--- config.mk ---
export PLATFORM = sky130hd
export DESIGN_NAME = huff_decode_stream
export DESIGN_NICKNAME = d
export VERILOG_FILES = /design/src/rtl/huff_decode_stream.sv
export SDC_FILE = /design/constraint.sdc
export NUM_CORES = 1
export LEC_CHECK = 0
export ABC_CLOCK_PERIOD_IN_PS = 5600
export BUFFER_PORTS_ARGS = -buffer_cell sky130_fd_sc_hd__buf_4
export CORE_MARGIN = 3
export CORE_UTILIZATION = 30
export DETAILED_ROUTE_END_ITERATION = 10
export PLACE_DENSITY_LB_ADDON = 0.25
export SETUP_SLACK_MARGIN = 0.4
export SYNTH_ARGS = -nofsm -noshare
export SYNTH_HDL_FRONTEND = slang
export SYNTH_SLANG_ARGS = --single-unit
--- constraint.sdc ---
create_clock -name Clk_in -period 5.6 [get_ports Clk_in]
set_input_delay 1.4 -clock Clk_in [delete_from_list [all_inputs] [get_ports Clk_in]]
set_output_delay 1.4 -clock Clk_in [all_outputs]
set_load 0.05 [all_outputs]
--- src/rtl/huff_decode_stream.sv ---
// huff_decode_stream: serial Huffman decoder turning a compressed bitstream back
// into 4-bit digit symbols (0..9), followed by a single 4'hF terminator strobe.
// Optional capture buffer (All_out) is built when HUFF_DECODE_BUF_EN is defined.
module huff_decode_stream #(
  parameter int unsigned MAX_LEN = 9
) (
  input  logic          Clk_in,
  input  logic          nRst,
  input  logic          Start,
  input  logic [8:0]    Sym_total,
  input  logic [89:0]   Code_tab,
  input  logic [39:0]   Len_tab,
  input  logic          Bit_in,
  input  logic          Bit_valid,
  output logic          Bit_ready,
  output logic [3:0]    Data_out,
  output logic          Data_valid,
  output logic          Err,
  output logic          Fin
`ifdef HUFF_DECODE_BUF_EN
  ,
  output logic [1023:0] All_out
`endif
);

  localparam int unsigned NSYM = 10;
  localparam int unsigned CW   = 9;   // code field width per symbol
  localparam int unsigned LW   = 4;   // length field width per symbol
  localparam int unsigned DW   = 4;   // output symbol width
  localparam int unsigned CNTW = 9;   // symbol counter width (256 -> 9'h100)

  typedef enum logic [2:0] {IDLE, RUN, TERM, DONE, ERR} state_t;

  state_t            state, state_n;
  logic [CW-1:0]     acc, acc_n;
  logic [LW-1:0]     len, len_n;
  logic [CNTW-1:0]   cnt, cnt_n;
  logic [CNTW-1:0]   total, total_n;
  logic [DW-1:0]     dout_n;
  logic              dvalid_n;
  logic              err_n;
  logic              fin_n;
  logic              ready_n;

  logic [CW-1:0]     sh_acc;
  logic [LW-1:0]     sh_len;
  logic [CW-1:0]     code_mask;
  logic              hit;
  logic [DW-1:0]     hit_sym;
  logic              take;
  logic              sym_take;
  logic              start_go;

  // Candidate accumulator/length after shifting in the current bit
  always_comb begin
    sh_acc    = {acc[CW-2:0], Bit_in};
    sh_len    = len + LW'(1);
    code_mask = (CW'(1) << sh_len) - CW'(1);
  end

  // Table lookup: scan high to low so the lowest matching index wins
  always_comb begin
    hit     = 1'b0;
    hit_sym = '0;
    for (int s = int'(NSYM) - 1; s >= 0; s--) begin
      if ((Len_tab[LW*s +: LW] == sh_len) &&
          ((Code_tab[CW*s +: CW] & code_mask) == sh_acc)) begin
        hit     = 1'b1;
        hit_sym = DW'(s);
      end
    end
  end

  // Next-state and registered-output values
  always_comb begin
    state_n  = state;
    acc_n    = acc;
    len_n    = len;
    cnt_n    = cnt;
    total_n  = total;
    dout_n   = Data_out;
    dvalid_n = 1'b0;
    err_n    = Err;
    fin_n    = Fin;
    take     = 1'b0;
    sym_take = 1'b0;
    start_go = 1'b0;

    case (state)
      IDLE, DONE, ERR: begin
        if (Start) begin
          start_go = 1'b1;
          state_n  = RUN;
          acc_n    = '0;
          len_n    = '0;
          cnt_n    = '0;
          err_n    = 1'b0;
          fin_n    = 1'b0;
          total_n  = (Sym_total == '0) ? CNTW'(256) : Sym_total;
        end
      end
      RUN: begin
        take = Bit_valid && Bit_ready;
        if (take) begin
          if (hit) begin
            sym_take = 1'b1;
            dout_n   = hit_sym;
            dvalid_n = 1'b1;
            acc_n    = '0;
            len_n    = '0;
            cnt_n    = cnt + CNTW'(1);
            if ((cnt + CNTW'(1)) == total) begin
              state_n = TERM;
            end
          end else if (sh_len == LW'(MAX_LEN)) begin
            state_n = ERR;
            err_n   = 1'b1;
            acc_n   = '0;
            len_n   = '0;
          end else begin
            acc_n = sh_acc;
            len_n = sh_len;
          end
        end
      end
      TERM: begin
        dout_n   = 4'hF;
        dvalid_n = 1'b1;
        fin_n    = 1'b1;
        state_n  = DONE;
      end
      default: begin
        state_n = IDLE;
      end
    endcase

    ready_n = (state_n == RUN);
  end

  // State and output registers
  always_ff @(posedge Clk_in or negedge nRst) begin
    if (!nRst) begin
      state      <= IDLE;
      acc        <= '0;
      len        <= '0;
      cnt        <= '0;
      total      <= '0;
      Data_out   <= '0;
      Data_valid <= 1'b0;
      Err        <= 1'b0;
      Fin        <= 1'b0;
      Bit_ready  <= 1'b0;
    end else begin
      state      <= state_n;
      acc        <= acc_n;
      len        <= len_n;
      cnt        <= cnt_n;
      total      <= total_n;
      Data_out   <= dout_n;
      Data_valid <= dvalid_n;
      Err        <= err_n;
      Fin        <= fin_n;
      Bit_ready  <= ready_n;
    end
  end

`ifdef HUFF_DECODE_BUF_EN
  // Capture buffer: symbol k lands in nibble k; terminator is not stored
  always_ff @(posedge Clk_in or negedge nRst) begin
    if (!nRst) begin
      All_out <= '0;
    end else if (start_go) begin
      All_out <= '0;
    end else if (sym_take) begin
      All_out[DW*cnt[7:0] +: DW] <= hit_sym;
    end
  end
`endif

endmodule

==> results, run 1 <==
- The run finished with clean final reports.
- The first TritonRoute pass finished after 5 iterations.
- Setup repair after global routing left no endpoint under its margin.
- Detailed routing placed a total of 1030 um of wire on met3.
- The final worst-path cycle share is 89.3%.
- The largest fanout on the critical path is 12.
- Relative to the synthesized area, the layout overhead comes to 31.0%.
- The routability congestion estimate from global placement is 0.962.
- The clock tree from TritonCTS is done.
- The count of nets left with antenna violations after detail routing is 0.
- The critical path starts at len[2].
- Summed over all cells, the static leakage comes to 2.64 nW.
- The xor/xnor cell area share of the yosys netlist is 19.7%.
- Synthesis produced 575 cells.
- The final layout contains routed wiring with a total length of 17900 um.
- The share of cell area taken by muxes after synthesis is 3.54%.
- The region available for standard cell placement spans 15400 sq um.
- The floorplan step set the die width to 132 um.
- Buffers added to address setup during post-CTS repair amount to 0.
- In the layout the commonest cells are buf_4, xnor2_1, nand2_1.
- The count of cells in the finished layout, fillers not included, comes to 927.
- The kind of capture point of the worst setup path is a register.
- The length of routed wiring on met1 is 7910 um.
- Summed over all failing endpoints, the final setup total negative slack is 0 ns.
- The worst register-to-register path ends at cnt[0].
- In the routed design, unresolved DRC markers number 0.
- In this run, synthesis inferred 0 flip-flops with an integrated enable.
- The number of max-capacitance violations reported is 0.
- The die height is 132 um.
- The global-route wire length before repair is 27700 um.
- For this design, the sink count on the clock tree is 41.
- Global routing consumed, over all layers together, 19.5% of the routing resources.
- The number of vias after detailed routing is 5032.
- The die covers 17500 sq um.
- Synthesis inferred 41 register bits.
- The final layout contains 867 nets.
- The HPWL after detailed placement is 14700 um.
- The pin slew with the least headroom to its limit is 1.10 ns.
- The critical path in this run is classified as register to register.
- On the final layout, the worst clock skew is 0.00324 ns.
- STA puts the critical path data arrival time at 5.16 ns.
- Setup slack on the worst reg-to-reg path comes out at 0.60 ns.
- The number of global-route vias before repair is 5026.
- The number of warnings reported in the yosys synthesis log is 0.
- Counting flops with an async set or reset pin after synthesis yields a share of 100%.
- The dominant combinational cell family by area after synthesis is simple AND/OR/NAND/NOR gates.
- In this run the worst setup path terminates at cnt[0].
- The synthesized net count is 726.
- The mean instance size in the synthesized netlist is 8.31 sq um.
- The average routed wire per standard cell is 19.3 um.
- The worst slew slack as a fraction of its limit is 25.9%.
- The top routing layer in use is met4.
- The number of I/O pins is 152.
- The highest attainable clock frequency is 200 MHz.
- The sequential share of the synthesized area is 21.5%.
- The initialized floorplan defines 45 standard-cell rows.
- For this design the ratio of total power to cell area is 520 nW/um^2.
- The clock passes through at most 2 buffers.
- The number of instances in the placed design is 920.
- STA classifies the critical path startpoint as a register.
- Summed over all layers, the global routing overflow is 0.
- The detail-routed via count per cell is 5.43.
- The cell area after synthesis is 4780 sq um.
- The number of antenna violations at the first check in global routing is 0.
- The count of buffers from port buffering is 151.
- Setup violations remaining at the end of the flow were counted as 0.
- The largest net degree at the start of global routing is 42.
- The most common cell after layout, fill and taps aside is buf_4.
- The smallest clock period supported by the final layout is computed as 5.00 ns.
- After synthesis, the netlist uses 80 different library cells.
- The number of cells on the worst reg-to-reg path is 14.
- After clock tree synthesis, the flow added hold-fix buffers numbering 0.
- In the synthesized netlist the dominant register cell turns out to be dfrtp_1.
- The count of pins over their slew limit came to 0.
- The count of endpoints failing hold in the final timing report is 0.
- Prior to clock tree synthesis, the placed netlist has a worst setup slack of 0.275 ns.
- The post-layout worst setup margin is 0.602 ns.
- In this run the clock root is driven by a clkbuf_16.
- The area share of and/or/nand/nor cells after synthesis is 24.5%.
- The worst path required time is 5.77 ns.
- In this run, the number of DRC markers left after iteration 0 of detailed routing was 363.
- In this run the number of H-tree levels came out at 2.
- In the final layout, the share of cells above drive strength 1 is 29.9%.
- The clock latency on the worst-skew pair is 0.28 ns.
- IR analysis of the VDD net gives a maximum drop of 0.173 mV.
- The beginning of the worst register-to-register path is len[2].
- The worst hold-check path type is register to register.
- The clock buffer count from CTS is 5.
- After detailed routing, the met2 layer carries 8630 um of wire.
- The clock-pin slew on the worst setup and hold paths is 0.06 ns.
- The diode insertion count for antenna repair is 0.
- The share of the synthesized area in compound gates (AO/OA/AOI/OAI) is 23.8%.
- Summing the areas of all fa, ha and maj instances in the mapped netlist gives 1.83% of the synthesized area.
- The initial utilization of the core area, before any placement, comes to 31.1%.
[layer usage]
layer	global-route usage, %	up-vias
met5	0	-
met4	4.79	0
met3	3.21	23
met2	33.1	187
met1	26.0	2434
li1	-	2388
[cell usage after synthesis (5+ instances only)]
library cell  instances  area, sq um
nand3_1              28          140
clkbuf_1             11         41.3
buf_4                 7         52.6
nor2b_1              10         62.6
nand4_1              14         87.6
dfrtp_1              41         1030
mux2_2               11          124
a2111oi_0             7         61.3
nor3_1                9         45.0
nor4_1               10         62.6
inv_1                12         45.0
nand2b_1             25          156
and2_1                5         31.3
a22o_1               10         87.6
a22oi_1               5         37.5
a21oi_1              31          155
and3_1               10         62.6
a21o_1                6         45.0
nor2_1               17         63.8
buf_2                 6         30.0
xor2_1               24          210
o22ai_1              11         68.8
o21ai_0              27          135
o31ai_1               6         45.0
xnor2_1              80          701
ha_1                  7         87.6
nand2_1              42          158
[cell type report]
class                   count  area, sq um
repair buffers            164         1230
multi-input cells         486         3530
flip-flops and latches     41         1030
clock buffers               7          143
inverters                  18         67.6
well taps                 211          264
fillers                  1565         9110
[where the power goes]
group          leakage (nW)  switching (mW)  internal [mW]
Clock                0.0700           0.108          0.175
Combinational          2.04            1.39           1.04
Sequential            0.530           0.156          0.388
Total                  2.64            1.65           1.61
[cells by family after synthesis]
family                   after synthesis
XOR/XNOR                             106
multiplexers                          15
flip-flops                            41
AND/OR/NAND/NOR                      202
adder cells (fa/ha/maj)                7
AO/OA/AOI/OAI                        156
buffers and inverters                 48
[state kept, by name, summed over array words and instances (netlist names)]
register / cells
total: 9
cnt: 9
len: 4
acc: 8
Data_valid: 1
Bit_ready: 1
state: 3
Fin: 1
Data_out: 4
Err: 1
[through the flow]
| stage | hold slack [ns] | cell area [sq um] | util (%) | power [mW] |
|---|---|---|---|---|
| after floorplan | 0.469 | 4780 | - | 2.35 |
| after global routing | 0.531 | 6260 | 40.7 | 3.51 |
| after CTS | 0.496 | 6240 | 40.6 | 3.23 |
| final | 0.487 | 6260 | 40.7 | 3.26 |
| after detailed placement | 0.483 | 6100 | 39.7 | 2.93 |
| after global placement | 0.462 | 6100 | 39.7 | 2.92 |
[how the worst min path moves through the flow]
stage,start,endpoint,cells past startpoint
floorplan,total[8],total[8],2
global placement,Fin,Fin,1
detailed placement,Fin,Fin,1
CTS,Fin,Fin,1
global route,Data_out[0],Data_out[0],1
finish,Fin,Fin,1
[worst max-delay path, cell delays in order (launching register included)]
cell and delay (ns):
dfrtp_1 0.58, nand2_1 0.21, o21ai_4 0.30, nand3_1 0.26, ha_1 0.50, nand2b_1 0.23, xnor2_1 0.14, or4_1 0.54
a211o_1 0.24, a2111oi_1 0.63, nand4_1 0.28, nand4_2 0.27, o31ai_4 0.17, and2_4 0.27, mux2_4 0.26
[what timing repair did]
action                                 4_1_cts  5_1_grt
gates cloned                                 0        0
resized for setup                            2        3
setup endpoints to repair                   12       25
endpoints found under the hold margin        0        0
Power figures use the tool's default switching activity.
==> run 2, diff against run 1 <==
--- a/config.mk
+++ b/config.mk
@@ -6,10 +6,11 @@
 export NUM_CORES = 1
 export LEC_CHECK = 0
 export ABC_CLOCK_PERIOD_IN_PS = 5600
-export BUFFER_PORTS_ARGS = -buffer_cell sky130_fd_sc_hd__buf_4
+export CORE_ASPECT_RATIO = 1.5
 export CORE_MARGIN = 3
 export CORE_UTILIZATION = 30
 export DETAILED_ROUTE_END_ITERATION = 10
+export DONT_BUFFER_PORTS = 1
 export PLACE_DENSITY_LB_ADDON = 0.25
 export SETUP_SLACK_MARGIN = 0.4
 export SYNTH_ARGS = -nofsm -noshare
==> run 2 against run 1 <==
Count of clock-buffer cells in the layout unchanged. Flip-flop and latch count is the same. Design area down 18%. Power down 2.2%. Clock skew grew 0.00075 ns. Critical path depth rose by 1. Wire length decreased by 5.5%. Via count is 12% lower. Fmax rose by 2.9%. Combinational power shrank 7%. Die area increased by 0.18%. Highest routed layer unchanged. Sequential share of layout area increased by 3.7 points.
==> results, run 2 (same netlist as run 1, synthesis figures left out) <==
- The run finished with clean final reports.
- The post-placement worst setup slack is 0.226 ns.
- The worst path required time is 5.77 ns.
- The number of global-route vias before repair is 4568.
- The number of levels the H-tree was split into is 2.
- The average routed wire per standard cell is 22.2 um.
- The effective utilization at floorplan is 31.1%.
- The beginning of the worst register-to-register path is len[1].
- The clock latency on the worst-skew pair is 0.28 ns.
- The count of endpoints failing hold in the final timing report is 0.
- 152 I/O pins were placed.
- Setup repair after global routing left no endpoint under its margin.
- The worst setup path is of the register to register kind.
- The number of failing setup endpoints in the final timing report is 0.
- The count of nets left with antenna violations once routing finished came out at 0.
- In this design, the stage delay of the slowest critical-path cell is 0.54 ns.
- The data arrival time at the worst-slack endpoint is 5.03 ns.
- The most common cell after layout, fill and taps aside is xnor2_1.
- The die is 109 um wide.
- The post-route minimum period is 4.86 ns.
- The number of cells on the worst reg-to-reg path is 15.
- For this design the ratio of total power to cell area is 622 nW/um^2.
- The number of vias after detailed routing is 4453.
- The final design instance area without fill is 5120 sq um.
- For this run, the top clock speed supported by timing is 206 MHz.
- Input and output buffers added on the ports amount to 0.
- The library cells used most frequently in the layout, excluding fill and tap cells, are xnor2_1, nand2_1, dfrtp_1.
- Adding up every negative setup slack in the final design gives 0 ns.
- The number of antenna violations at the first check in global routing is 1.
- The finished layout holds 765 standard cells, fillers aside.
- The maximum vdd ir drop is 0.265 mV.
- The start point of the worst min-delay path is total[8].
- Overall power consumption after layout is estimated at 3.18 mW.
- The cell area after placement is 4930 sq um.
- After the last flow step, the layout net total stands at 715.
- The largest individual stage delay along the critical path comes from the cell or4_1.
- The count of routing violations after the opening detailed-route iteration is 258.
- The final layout contains routed wiring with a total length of 17000 um.
- The global-route wire length before repair is 25400 um.
- Cells with a size suffix above 1 make up 11.5% of the layout.
- Setup slack closes at 0.742 ns.
- In the final layout, the registers with the most flip-flops are cnt: 9 flops, total: 9 flops, acc: 8 flops.
- The largest fanout on the critical path is 12.
- The first element of the critical path is len[1].
- Global routing consumed, over all layers together, 18.9% of the routing resources.
- In this run, post-CTS hold repair placed 0 buffers.
- The total overflow left after global routing is 0.
- The pin slew with the least headroom to its limit is 1.08 ns.
- The area used by multi-input combinational logic is 3520 sq um.
- The routability congestion estimate from global placement is 0.930.
- The clock net in this run drives a total of 41 sinks.
- The count of fill cells added during filler insertion is 1654.
- Detailed placement finished with a half-perimeter wire length of 14000 um.
- The clock-pin slew on the worst setup and hold paths is 0.06 ns.
- The count of pins over their slew limit is 0.
- The worst hold slack after final layout is 0.516 ns.
- In the routed layout, each cell is associated on average with a via count of 5.82.
- The critical path contains buffers and inverters numbering 0 combined.
- The kind of cell adding the most delay to the critical path is simple AND/OR/NAND/NOR gates.
- The number of core rows is 55.
- On the final layout, the worst clock skew is 0.00400 ns.
- The analysis attributes to cell leakage a power of 1.91 nW.
- The die height is 161 um.
- The number of max-capacitance violations reported is 0.
- The clock buffer count from CTS is 5.
- The number of instances in the placed design is 755.
- The critical path goes through ha_2, nand2_1, o21ai_4, nand3_1, ha_1, nand2b_1, xnor2_1, or4_1, a211o_1, a2111oi_1, nand4_1, nand4_2, nor3_1, nor2_1, mux2_2.
- The DRC violation count after routing is 0.
- Cells fill 33.4% of the core in the end.
- The cell chosen for the clock root is clkbuf_16.
- The depth of the worst hold-timing path is 2.
- Headroom to the max-slew limit came out at 27.6%.
- The area growth from synthesis to layout is 7.15%.
- STA classifies the critical path startpoint as a register.
- The kind of capture point of the worst setup path is a register.
- The detailed-router iteration count before antenna repair is 5.
- Across the whole layout, storage elements account for 1030 sq um.
- After layout, the worst path uses 86.7% of the clock period.
- The die area is 17500 sq um.
- The area of the core region is 15300 sq um.
- The instance count on the critical path is 15.
- TritonCTS built the clock tree.
- Entering global routing, the biggest net connects 42 pins.
- The worst hold-check path type is register to register.
- The clock passes through at most 2 buffers.
-- run 2: cell type report --
| cell class | instances | area share [%] |
|---|---|---|
| Antenna cell | 1 | 0.0489 |
| Clock buffer | 7 | 2.98 |
| Clock inverter | 1 | 0.0978 |
| Inverter | 18 | 1.32 |
| Multi-Input combinational cell | 486 | 68.9 |
| Sequential cell | 41 | 20.1 |
| Tap cell | 199 | 4.86 |
| Timing Repair Buffer | 12 | 1.76 |
-- run 2: worst min-delay path: cells and delay by family (launching register included) --
kind | cells | cell delay, ns
and+or+nand+nor | 1 | 0.05
AOI/OAI and AO/OA | 1 | 0.06
DFF | 1 | 0.37
-- run 2: per-layer routing --
metal / wire length (um) / global-route usage, % / vias up
li1: - / - / 2097
met1: 5610 / 18.2 / 2106
met2: 9060 / 35.1 / 203
met3: 1360 / 5.39 / 47
met4: 918 / 10.1 / 0
met5: 0 / 0 / -
-- run 2: worst paths after layout --
kind | endpoint | slack, ns
min reg2reg | total[8] | 0.52
max reg2reg | Data_out[1] | 0.74
max | Data_out[1] | 0.74
min in group asynchronous | total[3] | 0.81
max in group asynchronous | len[1] | 4.69
min | total[8] | 0.52
-- run 2: timing repair --
item,in CTS,in global routing
resized for setup,2,5
pin swaps,0,1
endpoints found under the setup margin,13,26
setup buffers,0,1
-- run 2: report_power, final --
group	internal, mW	leakage (nW)	total [mW]	switching [mW]
combinational	0.972	1.30	2.25	1.28
clock	0.189	0.0799	0.303	0.114
sequential	0.386	0.529	0.632	0.246
total	1.55	1.91	3.18	1.64
